==> config.mk <==
export PLATFORM = sky130hd
export DESIGN_NAME = subbr_seq_flat
export DESIGN_NICKNAME = d
export VERILOG_FILES = /design/src/rtl/subbr_seq_pkg.sv /design/src/rtl/subbr_seq_if.sv /design/src/rtl/subbr_seq_sub4.sv /design/src/rtl/subbr_seq.sv /design/src/flat_wrapper.sv
export SDC_FILE = /design/constraint.sdc
export NUM_CORES = 1
export LEC_CHECK = 0
export CAP_MARGIN = 30
export CELL_PAD_IN_SITES_DETAIL_PLACEMENT = 2
export CELL_PAD_IN_SITES_GLOBAL_PLACEMENT = 2
export CORE_UTILIZATION = 32
export DETAILED_ROUTE_END_ITERATION = 8
export PLACE_DENSITY = 0.85
export SETUP_SLACK_MARGIN = 0.02
export SYNTH_ARGS = -nofsm -noshare
export SYNTH_HDL_FRONTEND = slang
export SYNTH_SLANG_ARGS = --single-unit
==> constraint.sdc <==
create_clock -name clk -period 2 [get_ports clk]
set_input_delay 0.3 -clock clk [delete_from_list [all_inputs] [get_ports clk]]
set_output_delay 0.3 -clock clk [all_outputs]
set_load 0.005 [all_outputs]
==> src/rtl/subbr_seq_pkg.sv <==
// subbr_seq shared definitions.
// State encodings and default datapath sizes.
package subbr_seq_pkg;

  localparam int DEF_WIDTH = 16;
  localparam int DEF_SLICE = 4;

  typedef enum logic [1:0] {
    ST_IDLE = 2'd0,
    ST_RUN  = 2'd1,
    ST_DONE = 2'd2
  } state_t;

endpackage

==> src/rtl/subbr_seq_if.sv <==
// subbr_seq request/result bundle.
// Start/done handshake plus operands and result.
interface subbr_seq_if #(
  parameter int WIDTH = 16
);

  logic             start;
  logic [WIDTH-1:0] a;
  logic [WIDTH-1:0] b;
  logic             bin;
  logic             busy;
  logic             done;
  logic [WIDTH-1:0] q;
  logic             bout;

  modport master (
    output start, a, b, bin,
    input  busy, done, q, bout
  );

  modport slave (
    input  start, a, b, bin,
    output busy, done, q, bout
  );

endinterface

==> src/rtl/subbr_seq_sub4.sv <==
// One combinational subtractor slice.
// {bo,d} = x - y - bi over SLICE bits.
module subbr_seq_sub4 #(
  parameter int SLICE = 4
) (
  input  logic [SLICE-1:0] x,
  input  logic [SLICE-1:0] y,
  input  logic             bi,
  output logic [SLICE-1:0] d,
  output logic             bo
);

  // Extended difference: the sign bit is the borrow.
  always_comb begin
    {bo, d} = {1'b0, x} - {1'b0, y}
            - {{SLICE{1'b0}}, bi};
  end

endmodule

==> src/rtl/subbr_seq.sv <==
// Multi-cycle unsigned subtractor with borrow.
// One slice per clock, LSB first, borrow in a register.
module subbr_seq
  import subbr_seq_pkg::*;
#(
  parameter int WIDTH = DEF_WIDTH,
  parameter int SLICE = DEF_SLICE
) (
  input  logic       clk,
  input  logic       rst_n,
  subbr_seq_if.slave bus
);

  localparam int NSLICE = WIDTH / SLICE;
  localparam int CW = (NSLICE > 1) ?
                      $clog2(NSLICE) : 1;

  if (WIDTH % SLICE != 0) begin : g_bad_cfg
    $error("subbr_seq: WIDTH not a multiple of SLICE");
  end

  state_t st;
  state_t nxt;

  logic             load;
  logic             step;
  logic             last;

  logic [WIDTH-1:0] a_r;
  logic [WIDTH-1:0] b_r;
  logic             brw;
  logic [CW-1:0]    cnt;
  logic [WIDTH-1:0] q_r;
  logic             bout_r;

  logic [SLICE-1:0] d;
  logic             bo;

  assign last = (cnt == CW'(NSLICE - 1));

  subbr_seq_sub4 #(
    .SLICE (SLICE)
  ) u_slice (
    .x  (a_r[SLICE-1:0]),
    .y  (b_r[SLICE-1:0]),
    .bi (brw),
    .d  (d),
    .bo (bo)
  );

  // State register.
  always_ff @(posedge clk or negedge rst_n) begin
    if (!rst_n) st <= ST_IDLE;
    else        st <= nxt;
  end

  // Next state plus load/step strobes.
  always_comb begin
    nxt  = st;
    load = 1'b0;
    step = 1'b0;
    unique case (st)
      ST_IDLE: begin
        if (bus.start) begin
          nxt  = ST_RUN;
          load = 1'b1;
        end
      end
      ST_RUN: begin
        step = 1'b1;
        if (last) nxt = ST_DONE;
      end
      ST_DONE: begin
        if (bus.start) begin
          nxt  = ST_RUN;
          load = 1'b1;
        end else begin
          nxt = ST_IDLE;
        end
      end
      default: nxt = ST_IDLE;
    endcase
  end

  // Operands shift right so the live slice
  // is always in the low bits.
  always_ff @(posedge clk or negedge rst_n) begin
    if (!rst_n) begin
      a_r <= '0;
      b_r <= '0;
      brw <= 1'b0;
      cnt <= '0;
    end else if (load) begin
      a_r <= bus.a;
      b_r <= bus.b;
      brw <= bus.bin;
      cnt <= '0;
    end else if (step) begin
      a_r <= a_r >> SLICE;
      b_r <= b_r >> SLICE;
      brw <= bo;
      cnt <= cnt + CW'(1);
    end
  end

  // Result slices land in place; bout on the
  // final slice. Both hold until the next run.
  always_ff @(posedge clk or negedge rst_n) begin
    if (!rst_n) begin
      q_r    <= '0;
      bout_r <= 1'b0;
    end else if (step) begin
      q_r[int'(cnt)*SLICE +: SLICE] <= d;
      if (last) bout_r <= bo;
    end
  end

  assign bus.busy = (st == ST_RUN);
  assign bus.done = (st == ST_DONE);
  assign bus.q    = q_r;
  assign bus.bout = bout_r;

endmodule
==> src/flat_wrapper.sv <==
// flat-port wrapper written by rule: the top's interface ports become plain ports
module subbr_seq_flat import subbr_seq_pkg::*;
#(
  parameter int WIDTH = DEF_WIDTH,
  parameter int SLICE = DEF_SLICE
)
  (clk, rst_n, bus_start, bus_a, bus_b, bus_bin, bus_busy, bus_done, bus_q, bus_bout);
  subbr_seq_if #(.WIDTH(WIDTH)) bus_i ();
  input  logic clk;
  input  logic rst_n;
  input wire logic [$bits(bus_i.start)-1:0] bus_start;
  input wire logic [$bits(bus_i.a)-1:0] bus_a;
  input wire logic [$bits(bus_i.b)-1:0] bus_b;
  input wire logic [$bits(bus_i.bin)-1:0] bus_bin;
  output wire logic [$bits(bus_i.busy)-1:0] bus_busy;
  output wire logic [$bits(bus_i.done)-1:0] bus_done;
  output wire logic [$bits(bus_i.q)-1:0] bus_q;
  output wire logic [$bits(bus_i.bout)-1:0] bus_bout;
  assign bus_i.start = bus_start;
  assign bus_i.a = bus_a;
  assign bus_i.b = bus_b;
  assign bus_i.bin = bus_bin;
  assign bus_busy = bus_i.busy;
  assign bus_done = bus_i.done;
  assign bus_q = bus_i.q;
  assign bus_bout = bus_i.bout;
  subbr_seq #(.WIDTH(WIDTH), .SLICE(SLICE)) u_core (.clk(clk), .rst_n(rst_n), .bus(bus_i));
endmodule
# Word-level counts from Yosys, hierarchy flattened
# Index checks and enable logic that the tools add are counted.
[totals]
latchBits = 0
reg_bits = 54
inputBits = 36
rom_bits = 0
ramBits = 0
word_cells = 39
mem_count = 0
output_inout_bits = 19
[op_classes]
muxes = 16
shift = 2
order_cmp = 0
eq_ne = 5
bitwise = 0
reduce_logical = 5
n_mul = 0
n_div = 0
add_sub_neg = 4
[op_table]
columns = ["cell", "n"]
rows = [
  ["two-way mux 16 bit", 4],
  ["negator 4 -> 33 bit", 1],
  ["variable shift 4 x 33 -> 16 bit, first input constant", 1],
  ["variable part select 4 x 33 -> 16 bit", 1],
  ["bitwise mux 16 bit", 1],
  ["two-way mux 2 bit", 4],
  ["two-way mux 1 bit", 6],
  ["one-hot mux 2 bit (3 select lines)", 1],
  ["subtractor 4 x 4 -> 5 bit", 1],
  ["subtractor 5 x 1 -> 5 bit", 1],
  ["== test 2 bit, second input constant", 2],
  ["AND reduction 2 bit", 2],
  ["adder 2 x 1 -> 2 bit, second input constant", 1],
  ["== test 2 x 1 -> 1 bit, second input constant", 1],
  ["logical NOT 2 bit", 1],
  ["inequality test 2 x 1 -> 1 bit, second input constant", 1],
  ["inequality test 2 bit, second input constant", 1],
  ["nonzero test 2 bit", 1],
  ["OR reduction 2 bit", 1],
]

# Longest topological paths before layout
# Gate-level depths: netlist (run 1).
[logic_depth]
word_depth = 4
mapped_depth = 7
mapped_depth_nobuf = 7

# Modules after synthesis
# From an unflattened synthesis (run 1), not the netlist that was laid out.
[hier_totals]
cells_unflattened = 195
area_unflattened_um2 = 2468.6
[by_module_without_submodules]
columns = ["module", "cells_per_inst", "seq_area_each_um2", "area_per_inst_um2", "instances"]
rows = [
  ["subbr_seq", 171, 1351.3, 2260.9, 1],
  ["subbr_seq_sub4", 24, 0.0, 207.7, 1],
]

# Least setup slack after synthesis (run 1)
# No wires, ideal clock.
[synth_path]
path_kind = "reg2reg"
from = "register u_core.brw"
to = "register u_core.q_r[11] (netlist: u_core.bus.q[11])"
period_less_slack_ns = 1.770
t_arrival_ns = 1.674
path_buffers = 0
setup_time_ns = 0.095
path_stages_with_launch = 8
path_slack_ns = 0.230
required_ns = 1.905
cell_sequence = "dfrtp_1 -> inv_1 -> fa_1 -> inv_1 -> ha_1 -> o21ai_0 -> a21boi_0 -> o31ai_1"
[synth_via]
elab_chain_cells = 3
[synth_lines]
columns = ["element", "line_no", "rtl"]
rows = [
  ["from (decl)", "subbr_seq.sv:31", "logic brw;"],
  ["from (signal assigned)", "subbr_seq.sv:96", "brw <= bus.bin;"],
  ["from (signal assigned)", "subbr_seq.sv:101", "brw <= bo;"],
  ["subtractor 5 x 1 -> 5 bit", "subbr_seq_sub4.sv:16", "- {{SLICE{1'b0}}, bi};"],
  ["variable part select 4 x 33 -> 16 bit", "subbr_seq.sv:113", "q_r[int'(cnt)*SLICE +: SLICE] <= d;"],
  ["bitwise mux 16 bit", "subbr_seq.sv:113", ""],
  ["to (signal assigned)", "subbr_seq.sv:110", "q_r <= '0;"],
  ["to (signal, indexed assignment)", "subbr_seq.sv:113", ""],
  ["to (decl)", "subbr_seq.sv:33", "logic [WIDTH-1:0] q_r;"],
]
# Every way passes these cells.
# A chain may end at the register's enable or synchronous reset.

# Worst setup path after layout (run 1)
[layout_path]
from = "register u_core.st[0]"
to = "output port bus_done"
[layout_via]
elab_chain_cells = 1
[layout_lines]
columns = ["element", "line_no", "rtl"]
rows = [
  ["from (decl)", "subbr_seq.sv:22", "state_t st;"],
  ["from (signal assigned)", "subbr_seq.sv:54", "else st <= nxt;"],
  ["== test 2 bit", "subbr_seq.sv:119", "assign bus.done = (st == ST_DONE);"],
  ["to (decl)", "flat_wrapper.sv:16", "output wire logic [$bits(bus_i.done)-1:0] bus_done;"],
]
# Every way passes these cells.

==> results of run 1 <==
power groups by stage:
stage                     logic (µW)  registers [µW]  clock network, µW
after floorplan                 1720            1760                  0
after global placement          2550            1780                  0
after detailed placement        2690            1810                  0
after CTS                       2740            1800                764
after global routing            3060            1860                795
final                           2740            1800                739
repair_timing:
action / 4_1_cts / 5_1_grt
resized for setup: 1 / 4
pin swaps: 0 / 2
endpoints found under the setup margin: 1 / 7
hold buffers: 0 / 0
setup buffers: 1 / 0
per-stage QoR:
step / setup WS (ns) / util
floorplan: 0.230 / -
global placement: 0.139 / 0.430
detailed placement: 0.0423 / 0.430
CTS: 0.0311 / 0.446
global route: 0.0346 / 0.447
finish: 0.116 / 0.447
layout by cell type (no fill, tap or decap), types with 2 or more instances in the layout:
cell             synthesis  routed
a21o_1                  11      11
a21oi_1                  2       2
a221o_1                  5       5
a22o_1                  20      20
and3b_1                  2       2
buf_4                    0       9
clkbuf_8                 0       5
clkdlybuf4s50_1          0      53
clkinv_2                 0       2
dfrtp_1                 54      54
fa_1                     2       2
ha_1                    12      12
inv_1                   14      14
mux2i_1                 10      10
nand2_1                 26      26
nand3_1                  2       2
nand3b_1                 4       4
nor2_1                   2       2
nor2b_1                  3       2
nor3_1                   5       5
o21ai_0                 22      21
o31ai_1                  4       4
or4_4                    2       2
state kept, by name (all words and copies together), names as in the netlist:
name             cells
u_core.brw           1
u_core.cnt           2
u_core.b_r          16
u_core.st            2
u_core.a_r          16
u_core.bus.bout      1
u_core.bus.q        16
worst max-delay path: cells and delay by family, from the launching register on:
kind,cells,cell delay [ns]
flip-flops,1,0.44
AND/OR/NAND/NOR,1,0.14
buffers and inverters,2,0.70
worst max-delay path by stage:
stage	start	end	slack, ns
final	u_core.st[0]	bus_done	0.12
after detailed placement	u_core.brw	u_core.bus.q[7]	0.04
after global routing	u_core.brw	u_core.bus.q[11]	0.03
after global placement	u_core.brw	u_core.bus.q[11]	0.14
after floorplan	u_core.brw	u_core.bus.q[11]	0.23
after CTS	u_core.brw	u_core.bus.q[7]	0.03
cell type report:
cell class,count,area [µm²],share of cell area
clock buffer,5,68.8,0.0207
clock inverter,3,40.0,0.0120
inverter,15,56.3,0.0169
multi-input combinational,144,1090,0.326
sequential,54,1350,0.406
tap,99,124,0.0372
timing repair buffer,63,603,0.181
logic make-up after synthesis:
group           count (synthesis)
compound gates                 68
xor+xnor                        2
fa+ha+maj                      14
buf+inv                        25
flops                          54
mux                            11
simple gates                   49
metal layers:
layer  vias up  part of all wire  track usage
met1       936              0.44        0.210
met5         -                 0            0
li1        913                 -            -
met4         0            0.0093       0.0403
met3         5             0.030       0.0278
met2        49              0.52        0.302
==> out/summary.txt, run 1 <==
outcome = finished clean
DRT antenna net count = 0
simple-gate share of the synthesized area = 0.101
routed wire length = 6.32 mm
final setup fails = 0
Max Root-Sink Buffers = 2
Synth Area in XOR/XNOR = 0.00695
slowest cell delay on critical path = 0.51 ns
worst r2r src = u_core.cnt[1]
crit path kind = register to primary output
layout cells sized above 1 = 0.0951
largest area contributor in the synthesized netlist = dfrtp_1
multiplexer share of the synthesized area = 0.0442
Die W = 90.7 µm
worst vdd ir = 0.536 mV
clock sink count = 54
Int Pwr = 3180 µW
FFs w/ async S/R, synth = 1.00
I/O pin count = 55
Final Slew Violations = 0
reg2reg path depth = 4
Clock power frac = 0.140
f_max = 531 MHz
net switching power = 2090 µW
cell count after synthesis = 223
CTS tree = yes
Pwr per Cell Area = 1580 nW/µm²
Detailed Place HPWL = 4.69 mm
Post-Synthesis Cell Area = 2520 µm²
Synth Area in Compound Gates = 0.195
max-cap violations = 0
Synth Warn # = 0
synth unique cells = 33
first-pass GRT wire length = 10.9 mm
combinational power share = 0.519
CTS root buf = clkbuf_8
r2r setup slk = 0.14 ns
clock latency on the worst-skew pair = 0.31 ns
normalized max-slew margin = 0.541
initial DRC count = 76
I/O Buffers = 54
critical path startpoint category = register
Critical Path Slowest Stage Cell = clkdlybuf4s50_1
First-pass DRT Iterations = 4
layout net count = 333
Fin Hold WS = 0.114 ns
Clock Pin Slew Worst Setup and Hold Paths = 0.10 ns
Initial Util = 0.338
Residual DRC = 0
switch share = 0.396
Power Total = 5270 µW
Post-synth top cells = dfrtp_1 (54), nand2_1 (26), o21ai_0 (22), a22o_1 (20), inv_1 (14)
Worst Skew = 0.00938 ns
routed wire length per instance = 16.5 µm
drt via density = 4.97
Tightest Pin Transition = 0.689 ns
Area contributors post-synth = dfrtp_1 (54%), a22o_1 (7.0%), ha_1 (6.0%)
Post-synth EDFFs = 0
HP Class = input port to async pin
post-layout min period = 1.88 ns
main combinational cell family by area after synthesis = compound AO/OA/AOI/OAI gates
Fill cells = 798
Syn Nets = 273
Vias = 1,903
Layout area overhead = 32.1%
count leader, synth = dfrtp_1
TNS Setup = 0 ns
initial antenna violation count = 0
Total GRT Usage = 0.169
Worst Path Required = 1.70 ns
chip height = 90.7 µm
vias in the first global route = 2,125
RSZ-0062 raised after global routing = no
worst-path fanout max = 7
P_leak = 0.00157 µW
adder-cell share of the synthesized area = 0.0755
FF-to-FF End = u_core.bus.q[15]
Synth top area share = 0.536
H-Tree Depth = 2
Num CTS Buffers = 5
row cnt = 31
CP Cell Sequence = buf_4, nor2b_1, clkdlybuf4s50_1
Synth Area per Inst = 11.3 µm²
period utilization = 0.942
largest net degree at the start of global routing = 55
post-route cell area = 3330 µm²
Critical Path Sink Type = primary output
Placed Area = 3200 µm²
ant diodes = 0
Synth Register Bits = 54
Final Hold Vio Count = 0
area of the die = 8230 µm²
sequential fraction of the synthesis area = 0.536
Core Footprint = 7450 µm²
Reg power frac = 0.341
Placer Congestion = 0.689
aggregate global routing overflow = 0
post-placement cell count = 374
WP data arrival = 1.58 ns
Post-Layout Cell Count = 383
Most used DFF post-synth = dfrtp_1
(Power assumes the default switching activity.)
==> run 2: changes to the inputs <==
--- a/config.mk
+++ b/config.mk
@@ -5,13 +5,13 @@
 export SDC_FILE = /design/constraint.sdc
 export NUM_CORES = 1
 export LEC_CHECK = 0
-export CAP_MARGIN = 30
 export CELL_PAD_IN_SITES_DETAIL_PLACEMENT = 2
 export CELL_PAD_IN_SITES_GLOBAL_PLACEMENT = 2
 export CORE_UTILIZATION = 32
 export DETAILED_ROUTE_END_ITERATION = 8
 export PLACE_DENSITY = 0.85
 export SETUP_SLACK_MARGIN = 0.02
+export SLEW_MARGIN = 20
 export SYNTH_ARGS = -nofsm -noshare
 export SYNTH_HDL_FRONTEND = slang
 export SYNTH_SLANG_ARGS = --single-unit
==> results of run 2 <==
The final DEF is identical to that of run 1; final timing and power are the same.
==> run 3: changes to the inputs <==
--- a/config.mk
+++ b/config.mk
@@ -11,6 +11,8 @@
 export DETAILED_ROUTE_END_ITERATION = 8
 export PLACE_DENSITY = 0.85
 export SETUP_SLACK_MARGIN = 0.02
+export SKIP_CTS_REPAIR_TIMING = 1
+export SKIP_LAST_GASP = 1
 export SLEW_MARGIN = 20
 export SYNTH_ARGS = -nofsm -noshare
 export SYNTH_HDL_FRONTEND = slang
==> out/summary.txt, run 3 (synthesis results as in run 1) <==
critical path startpoint category = register
clock latency on the worst-skew pair = 0.31 ns
worst vdd ir = 0.493 mV
wl on met1 = 2.79 mm
vias in the first global route = 2,117
post-placement cell count = 374
initial antenna violation count = 0
post-route cell area = 3320 µm²
Max Root-Sink Buffers = 2
Die W = 90.7 µm
net switching power = 2090 µW
Worst Path Required = 1.70 ns
Worst Skew = 0.00953 ns
reg2reg path depth = 7
layout net count = 332
Max Used Layer = met4
Placer Congestion = 0.689
clock sink count = 54
period utilization = 0.954
Num CTS Buffers = 5
routed wire length per instance = 16.5 µm
Final Slew Violations = 0
First-pass DRT Iterations = 4
Final Hold Vio Count = 0
r2r setup slk = 0.18 ns
aggregate global routing overflow = 0
CTS root buf = clkbuf_8
Tightest Pin Transition = 0.693 ns
layout cells sized above 1 = 0.0919
post-layout min period = 1.91 ns
Vias = 1,909
Residual DRC = 0
combinational power share = 0.518
largest net degree at the start of global routing = 55
area of the die = 8230 µm²
commonest non-fill, non-tap cells in the layout = dfrtp_1 (54), clkdlybuf4s50_1 (53), nand2_1 (26)
Detailed Place HPWL = 4.69 mm
drt via density = 5.00
Reg power frac = 0.341
switch share = 0.397
I/O pin count = 55
ant diodes = 0
Pwr per Cell Area = 1580 nW/µm²
first-pass GRT wire length = 10.9 mm
HP Class = input port to async pin
chip height = 90.7 µm
Core Footprint = 7450 µm²
initial DRC count = 77
outcome = finished clean
I/O Buffers = 54
FF-to-FF End = u_core.bus.q[15]
multi-input logic area = 1090 µm²
met3 wire length = 196 µm
Clock Pin Slew Worst Setup and Hold Paths = 0.10 ns
Fill cells = 796
crit path to = bus_busy
met2 WL post-DR = 3.25 mm
Placed Area = 3200 µm²
H-Tree Depth = 2
Seq. cell area = 1350 µm²
max-cap violations = 0
routed wire length = 6.29 mm
final setup fails = 0
DRT antenna net count = 0
Post-Layout Cell Count = 382
normalized max-slew margin = 0.538
crit path kind = register to primary output
most common cell after layout, fill and taps aside = dfrtp_1
CTS tree = yes
WP data arrival = 1.61 ns
Layout area overhead = 31.9%
worst r2r src = u_core.brw
CP Launch Point = u_core.st[1]
RSZ-0062 raised after global routing = no
f_max = 524 MHz
Initial Util = 0.338
worst-path fanout max = 9
Clock power frac = 0.141
P_leak = 0.00156 µW
Total GRT Usage = 0.168
Critical Path Sink Type = primary output
Int Pwr = 3170 µW
row cnt = 31
[run 3: changes by cell type in the layout (fill, tap and decap cells not counted)]
cell / delta
buf_4: -1
inv_2: -1
inv_4: +1
[run 3: power groups by stage]
stage	logic, µW	clock network (µW)	registers [µW]
after floorplan	1720	0	1760
after global placement	2550	0	1780
after detailed placement	2690	0	1810
after CTS	2720	764	1790
after global routing	3040	795	1850
final	2720	742	1790
[run 3: metal layers]
layer	vias to the layer above	track usage
met5	-	0
met4	0	0.0403
met3	5	0.0278
met2	51	0.299
met1	941	0.210
li1	912	-
[run 3: critical path, cell delays in order, from the launching register on]
cell and delay [ns]:
dfrtp_1 0.45, nand2b_4 0.22, inv_4 0.12, clkdlybuf4s50_1 0.51
[run 3: how the worst min path moves through the flow]
| stage | from | endpoint | slack (ns) | depth (start not counted) |
|---|---|---|---|---|
| floorplan | rst_n | u_core.a_r[0] | 0.004 | 0 |
| global placement | u_core.b_r[7] | u_core.b_r[7] | 0.46 | 1 |
| detailed placement | u_core.b_r[4] | u_core.b_r[4] | 0.47 | 1 |
| CTS | rst_n | u_core.bus.q[14] | 0.14 | 2 |
| global route | rst_n | u_core.bus.q[14] | 0.17 | 2 |
| finish | rst_n | u_core.bus.q[14] | 0.11 | 2 |
[run 3: metrics by stage]
step / total power, µW / hold slack, ns / TNS [ns] / utilization / setup slack [ns]
floorplan: 3480 / 0.00441 / 0 / - / 0.230
global placement: 4330 / 0.459 / 0 / 0.430 / 0.139
detailed placement: 4500 / 0.472 / 0 / 0.430 / 0.0423
CTS: 5270 / 0.140 / -0.135 / 0.444 / -0.135
global route: 5690 / 0.166 / 0 / 0.446 / 0.0218
finish: 5260 / 0.115 / 0 / 0.446 / 0.0919
[run 3: cell type report]
class	count	area share
Clock inverter	3	0.0120
Tap cell	99	0.0373
Multi-Input combinational cell	144	0.327
Sequential cell	54	0.406
Inverter	15	0.0177
Clock buffer	5	0.0207
Timing Repair Buffer	62	0.179
